**src/rtl/mips32_pkg.sv**
```systemverilog
// MIPS32 shared constants: opcodes, word width, fetch FSM states.
// Imported by the fetch unit and its instruction buffer.
package mips32_pkg;

  localparam int WORD_W = 32;

  localparam logic [5:0] OP_ADD   = 6'h00;
  localparam logic [5:0] OP_SUB   = 6'h01;
  localparam logic [5:0] OP_AND   = 6'h02;
  localparam logic [5:0] OP_OR    = 6'h03;
  localparam logic [5:0] OP_SLT   = 6'h04;
  localparam logic [5:0] OP_MUL   = 6'h05;
  localparam logic [5:0] OP_LW    = 6'h08;
  localparam logic [5:0] OP_SW    = 6'h09;
  localparam logic [5:0] OP_ADDI  = 6'h0a;
  localparam logic [5:0] OP_SUBI  = 6'h0b;
  localparam logic [5:0] OP_SLTI  = 6'h0c;
  localparam logic [5:0] OP_BNEQZ = 6'h0d;
  localparam logic [5:0] OP_BEQZ  = 6'h0e;
  localparam logic [5:0] OP_HLT   = 6'h3f;

  typedef enum logic [1:0] {
    RUN,
    STOP,
    HALT
  } fetch_state_t;

  function automatic logic is_hlt(
    input logic [WORD_W-1:0] w
  );
    return w[31:26] == OP_HLT;
  endfunction

endpackage

```
**src/rtl/mips32_fetch_fifo.sv**
```systemverilog
// IF/ID instruction buffer: power-of-two FIFO with flush.
// Flush and reset win over push/pop in the same cycle.
module mips32_fetch_fifo
  import mips32_pkg::*;
#(
  parameter int DEPTH = 2,
  parameter int W     = WORD_W + 32,
  localparam int CW   = $clog2(DEPTH + 1),
  localparam int PW   = $clog2(DEPTH)
) (
  input  logic          clk1,
  input  logic          rst,
  input  logic          push,
  input  logic          pop,
  input  logic          flush,
  input  logic [W-1:0]  din,
  output logic [W-1:0]  dout,
  output logic          full,
  output logic          empty,
  output logic [CW-1:0] count
);

  logic [W-1:0]  mem [DEPTH];
  logic [PW-1:0] wp;
  logic [PW-1:0] rp;
  logic          do_push;
  logic          do_pop;

  assign full    = count == CW'(DEPTH);
  assign empty   = count == '0;
  assign do_push = push && !full;
  assign do_pop  = pop && !empty;
  assign dout    = mem[rp];

  // pointers and occupancy
  always_ff @(posedge clk1) begin
    if (rst || flush) begin
      wp    <= '0;
      rp    <= '0;
      count <= '0;
    end else begin
      if (do_push) wp <= wp + PW'(1);
      if (do_pop)  rp <= rp + PW'(1);
      count <= count + CW'(do_push) - CW'(do_pop);
    end
  end

  // storage array
  always_ff @(posedge clk1) begin
    if (do_push && !flush && !rst) mem[wp] <= din;
  end

endmodule

```
**src/rtl/mips32_fetch_unit.sv**
```systemverilog
// MIPS32 IF stage: word-addressed fetch, IF/ID buffer, RUN/STOP/HALT FSM.
// Optional fetch_cnt transfer counter under `FETCH_PERF_CNT_EN.
module mips32_fetch_unit
  import mips32_pkg::*;
#(
  parameter int DEPTH = 2,
  parameter int AW    = 32
) (
  input  logic              clk1,
  input  logic              rst,
  output logic              imem_req,
  output logic [AW-1:0]     imem_addr,
  input  logic [WORD_W-1:0] imem_rdata,
  input  logic              br_taken,
  input  logic [AW-1:0]     br_target,
  input  logic              halt,
  output logic              id_valid,
  input  logic              id_ready,
  output logic [WORD_W-1:0] id_ir,
  output logic [AW-1:0]     id_npc
`ifdef FETCH_PERF_CNT_EN
  ,
  output logic [31:0]       fetch_cnt
`endif
);

  localparam int FW = WORD_W + AW;
  localparam int CW = $clog2(DEPTH + 1);
  localparam int OW = CW + 1;

  fetch_state_t  state;
  logic [AW-1:0] pc;
  logic          fl_vld;
  logic          push;
  logic          pop;
  logic          fire;
  logic          flush;
  logic          hlt_now;
  logic          full;
  logic          empty;
  logic [CW-1:0] count;
  logic [OW-1:0] occ;
  logic [FW-1:0] fifo_out;

  // The read returns while pc already holds fetch address + 1,
  // so pc is exactly the NPC to pair with the arriving word.
  assign flush   = br_taken && state != HALT;
  assign push    = fl_vld && !br_taken && !halt && state != HALT;
  assign hlt_now = push && is_hlt(imem_rdata);
  assign fire    = id_valid && id_ready;
  assign pop     = fire;

  // A same-cycle pop frees a slot, so back-to-back requests can stream.
  assign occ = OW'(count) + OW'(fl_vld) - OW'(pop);

  assign imem_req = !rst && state == RUN && !halt && !br_taken
                 && !hlt_now && !full && occ < OW'(DEPTH);
  assign imem_addr = pc;

  assign id_valid = !rst && !empty && !halt && state != HALT;
  assign id_ir    = fifo_out[FW-1:AW];
  assign id_npc   = fifo_out[AW-1:0];

  mips32_fetch_fifo #(
    .DEPTH (DEPTH),
    .W     (FW)
  ) u_fifo (
    .clk1  (clk1),
    .rst   (rst),
    .push  (push),
    .pop   (pop),
    .flush (flush),
    .din   ({imem_rdata, pc}),
    .dout  (fifo_out),
    .full  (full),
    .empty (empty),
    .count (count)
  );

  // PC, in-flight tracking and fetch FSM
  always_ff @(posedge clk1) begin
    if (rst) begin
      state  <= RUN;
      pc     <= '0;
      fl_vld <= 1'b0;
    end else begin
      fl_vld <= imem_req;
      if (flush)         pc <= br_target;
      else if (imem_req) pc <= pc + AW'(1);
      if (halt || state == HALT) state <= HALT;
      else if (br_taken)         state <= RUN;
      else if (hlt_now)          state <= STOP;
    end
  end

`ifdef FETCH_PERF_CNT_EN
  // count accepted transfers; a pop discarded by a redirect is not one
  always_ff @(posedge clk1) begin
    if (rst)                    fetch_cnt <= '0;
    else if (fire && !br_taken) fetch_cnt <= fetch_cnt + 32'd1;
  end
`endif

endmodule

```
**config.mk**
```make
export PLATFORM = sky130hd
export DESIGN_NAME = mips32_fetch_unit
export DESIGN_NICKNAME = d
export VERILOG_FILES = /design/src/rtl/mips32_pkg.sv /design/src/rtl/mips32_fetch_fifo.sv /design/src/rtl/mips32_fetch_unit.sv
export SDC_FILE = /design/constraint.sdc
export NUM_CORES = 1
export LEC_CHECK = 0
export BUFFER_PORTS_ARGS = -buffer_cell sky130_fd_sc_hd__buf_2
export CAP_MARGIN = 20
export CORE_MARGIN = 4
export CORE_UTILIZATION = 58
export DETAILED_ROUTE_END_ITERATION = 10
export HOLD_SLACK_MARGIN = 0.15
export PLACE_DENSITY = 0.86
export SLEW_MARGIN = 25
export SYNTH_ARGS = -nofsm -noshare
export SYNTH_HDL_FRONTEND = slang
export SYNTH_SLANG_ARGS = --single-unit
```
**constraint.sdc**
```tcl
create_clock -name clk1 -period 23.2 [get_ports clk1]
set_input_delay 3.48 -clock clk1 [delete_from_list [all_inputs] [get_ports clk1]]
set_output_delay 3.48 -clock clk1 [all_outputs]
set_load 0.02 [all_outputs]
```
==> flow_summary.ini <==
[routing]
wl_per_cell_um = 19.8
dr.first_iter.drc_count = 502
total_wirelength_um = 16100
firstDrtPassIters = 5
antenna_left = 0
vias = 4846
drc = 0
drt-vias-per-instance = 5.95

[power_and_ir_drop]
irDropWorstVdd_uv = 40.8
leak_pwr_nw = 3.13
totalPowerFinal_w = 0.000640
power_per_cell_area_nw_per_um2 = 74.9

[sta]
fmax_mhz = 92.7
timing.final.max_slew_violations = 0
relSlewSlack = 0.434
tightest_slew_ns = 0.850
worst_slack_ns = 12.41
clock-skew-final_ns = 0.00920
timing.final.hold_violations = 0
setup_viol_count_final = 0
finalCriticalPeriod_ns = 10.79
fin_setup_tns_ns = 0
rsz_0062_raised_after_global_routing = no
layout_worst_path_cycle_share = 0.465

[floorplan]
floorplan.initialDensity = 0.603
die-area_um2 = 14000
die-height_um = 118
core_area_um2 = 11700
placement_rows = 39
die_w_um = 118
top_level_ports = 167

[worst_setup_path]
criticalPathCategory = primary input to output pin
critical_path.slowest_cell = a2111oi_0
cell_breakdown_of_the_critical_path = buf_2, a2111oi_0, and2_1, ha_1, nand2b_1, fa_1, nor3b_1, nand4_2, a21o_1, clkinv_1, buf_2
largest_fanout_on_the_critical_path = 42
cp-start-kind = primary input
cpPeakStageDelay_ns = 0.68
timing.critical_path.mode_cell = buf_2
critical_path_arrival_ns = 7.31
worstSetupEndpointType = output pin
path_delay_family = compound AO/OA/AOI/OAI gates
flop2flop_setup_slack_ns = 18.84
worstPathRequired_ns = 19.72
critPathBufInv = 3

[synthesis]
synth-seq-cells = 168
synth_compound_gate_area_share = 0.0735
yosys.area_share.xor_xnor = 0.0262
synth.area.mux_share = 0.104
synth_top_family_by_area = simple AND/OR/NAND/NOR gates
synth_area_um2 = 7030
post-synth-top-area-fraction = 0.547
synthDistinctLibCells = 43
synth_sequential_area_ratio = 0.660
synth.largest_area_cell = edfxtp_1
syn_area_per_cell_um2 = 14.2
ys_async_rst_share = 0
number_of_warnings_printed_during_yosys_synthesis = 0
ys_dominant_reg_cell = edfxtp_1
instance_count_of_the_mapped_netlist = 497
synth_edf_count = 128
post_synth_and_or_nand_nor_area_fraction = 0.105
synth-adder-area-share = 0.00996
postSynthNetCount = 571
yosys-top-cells-area = edfxtp_1, dfxtp_1, mux2_2

[final_layout]
drive_above_1_share = 0.410
seq_area_um2 = 4650
area_growth_syn_to_layout_pct = 21.6
final_design_area_no_fill_um2 = 8550
finalNetCount = 732
fin_util = 0.733
fillCellCount = 807
area_used_by_multi_input_combinational_logic_um2 = 2260
number_of_diodes = 0

[clock_network]
postCtsResizedCells = 0
worst_setup_hold_path_clk_slew_ns = 0.07
holdBufCountCts = 0
cts_max_path_buffers = 2
tritoncts_buffers = 17
clock_tree.root_cell = clkbuf_16
tritoncts = yes
cts_htree_levels = 4
clk_latency_ns = 0.42
clock_sink_count = 168
post_cts.repair.setup_buffers = 0

[min_path]
timing.hold.worst.class = flop to flop

[global_routing]
grt_overflow = 0
maximum_number_of_pins_on_one_net_before_global_route_repair = 65
antenna_violations_before_repair = 1
grtUsageTotal = 0.229
grt_pass1_wl_um = 25300
first_global_vias = 4775

[placement]
placement.setup.worst_slack_ns = 12.50
place_congestion = 0.907
numPortBuffers = 166
place_area_um2 = 7990
dp.final_hpwl_um = 10600

[outcome]
run_status = complete, no violations

[run]
maxCapViolations = 0
[path summary, 6_finish.rpt]
path,startpoint,endpoint,cells past startpoint
worst min register to register,imem_addr[31]$_SDFFE_PP0P_,u_fifo.mem[0][31]$_DFFE_PP_,0
worst min-delay path,imem_addr[31]$_SDFFE_PP0P_,u_fifo.mem[0][31]$_DFFE_PP_,0
worst max-delay path,rst,imem_req,11
worst max register to register,u_fifo.count[1]$_SDFF_PP0_,imem_addr[20]$_SDFFE_PP0P_,11
[worst register-to-register path, delay by kind of cell (launching register included)]
family	cells	cell delay, ns
adders and majority gates	2	0.70
DFF	1	0.46
AOI/OAI and AO/OA	3	1.31
and+or+nand+nor	6	1.79
[where the power goes]
group | leakage [nW] | internal, W | switching [W] | total, W
Sequential | 1.49 | 0.000328 | 0.00000914 | 0.000338
Combinational | 1.37 | 0.0000130 | 0.0000203 | 0.0000333
Clock | 0.270 | 0.000157 | 0.000112 | 0.000269
Total | 3.13 | 0.000499 | 0.000141 | 0.000640
[per-layer routing]
layer / vias up / global-route usage / wire length (um) / part of all wire
met2: 217 / 0.381 / 8040 / 0.50
met1: 2351 / 0.294 / 6640 / 0.41
met3: 23 / 0.0596 / 1190 / 0.074
met4: 2 / 0.0791 / 207 / 0.013
met5: - / 0 / 9 / 0.00056
li1: 2253 / - / - / -
[synth_stat cells (3+ instances only)]
library cell,n
a2111oi_0,9
a2111oi_2,4
a211oi_1,27
a21oi_1,4
a311oi_1,7
and2_1,7
and3_1,9
and4_1,6
buf_1,3
buf_2,3
clkbuf_1,24
dfxtp_1,40
edfxtp_1,128
ha_1,4
inv_1,8
mux2_2,64
nand2_1,12
nand2b_1,3
nand3_1,11
nand4_1,15
nor2_1,40
nor3_1,10
nor3b_1,3
nor4_1,5
o21ai_0,3
o31ai_1,5
or4_1,7
xnor2_1,19
[registers in the layout (all words and copies together) (netlist names), named ones only]
name          cells
u_fifo.rp         1
u_fifo.count      2
u_fifo.mem      128
fl_vld            1
state             2
u_fifo.wp         1
imem_addr        32
[stage by stage]
step / hold WS, ns / cells
3_3_place_gp: 0.493 / 782
2_1_floorplan: 0.477 / 497
3_5_place_dp: 0.525 / 782
6_report: 0.536 / 814
5_1_grt: 0.552 / 814
4_1_cts: 0.533 / 814
[area by class of cell]
class	count	area share
Sequential cell	168	0.543
Multi-Input combinational cell	290	0.264
Timing Repair Buffer	172	0.102
Clock buffer	19	0.0506
Tap cell	143	0.0209
Clock inverter	13	0.0149
Inverter	9	0.00395
[cell families (layout without fill, tap and decap cells)]
logic type,after synthesis,after routing
flip-flops,168,168
XOR/XNOR,21,21
adder cells (fa/ha/maj),5,5
AND/OR/NAND/NOR,135,135
buffers and inverters,39,213
AO/OA/AOI/OAI,64,64
multiplexers,65,65
[placed cells by master, fill, tap and decap left out, types with 6 or more instances in the layout]
| master | n |
|---|---|
| nor3_1 | 10 |
| nand3_1 | 11 |
| clkbuf_16 | 17 |
| buf_4 | 6 |
| a311oi_1 | 7 |
| mux2_2 | 64 |
| and4_1 | 6 |
| a211oi_1 | 27 |
| inv_1 | 8 |
| edfxtp_1 | 128 |
| buf_2 | 166 |
| nand2_1 | 11 |
| a2111oi_0 | 9 |
| and2_1 | 7 |
| dfxtp_1 | 39 |
| and3_1 | 9 |
| nor2_1 | 40 |
| nand4_1 | 15 |
| or4_1 | 7 |
| xnor2_1 | 19 |
Note: power is estimated with default switching activity, not from simulation.
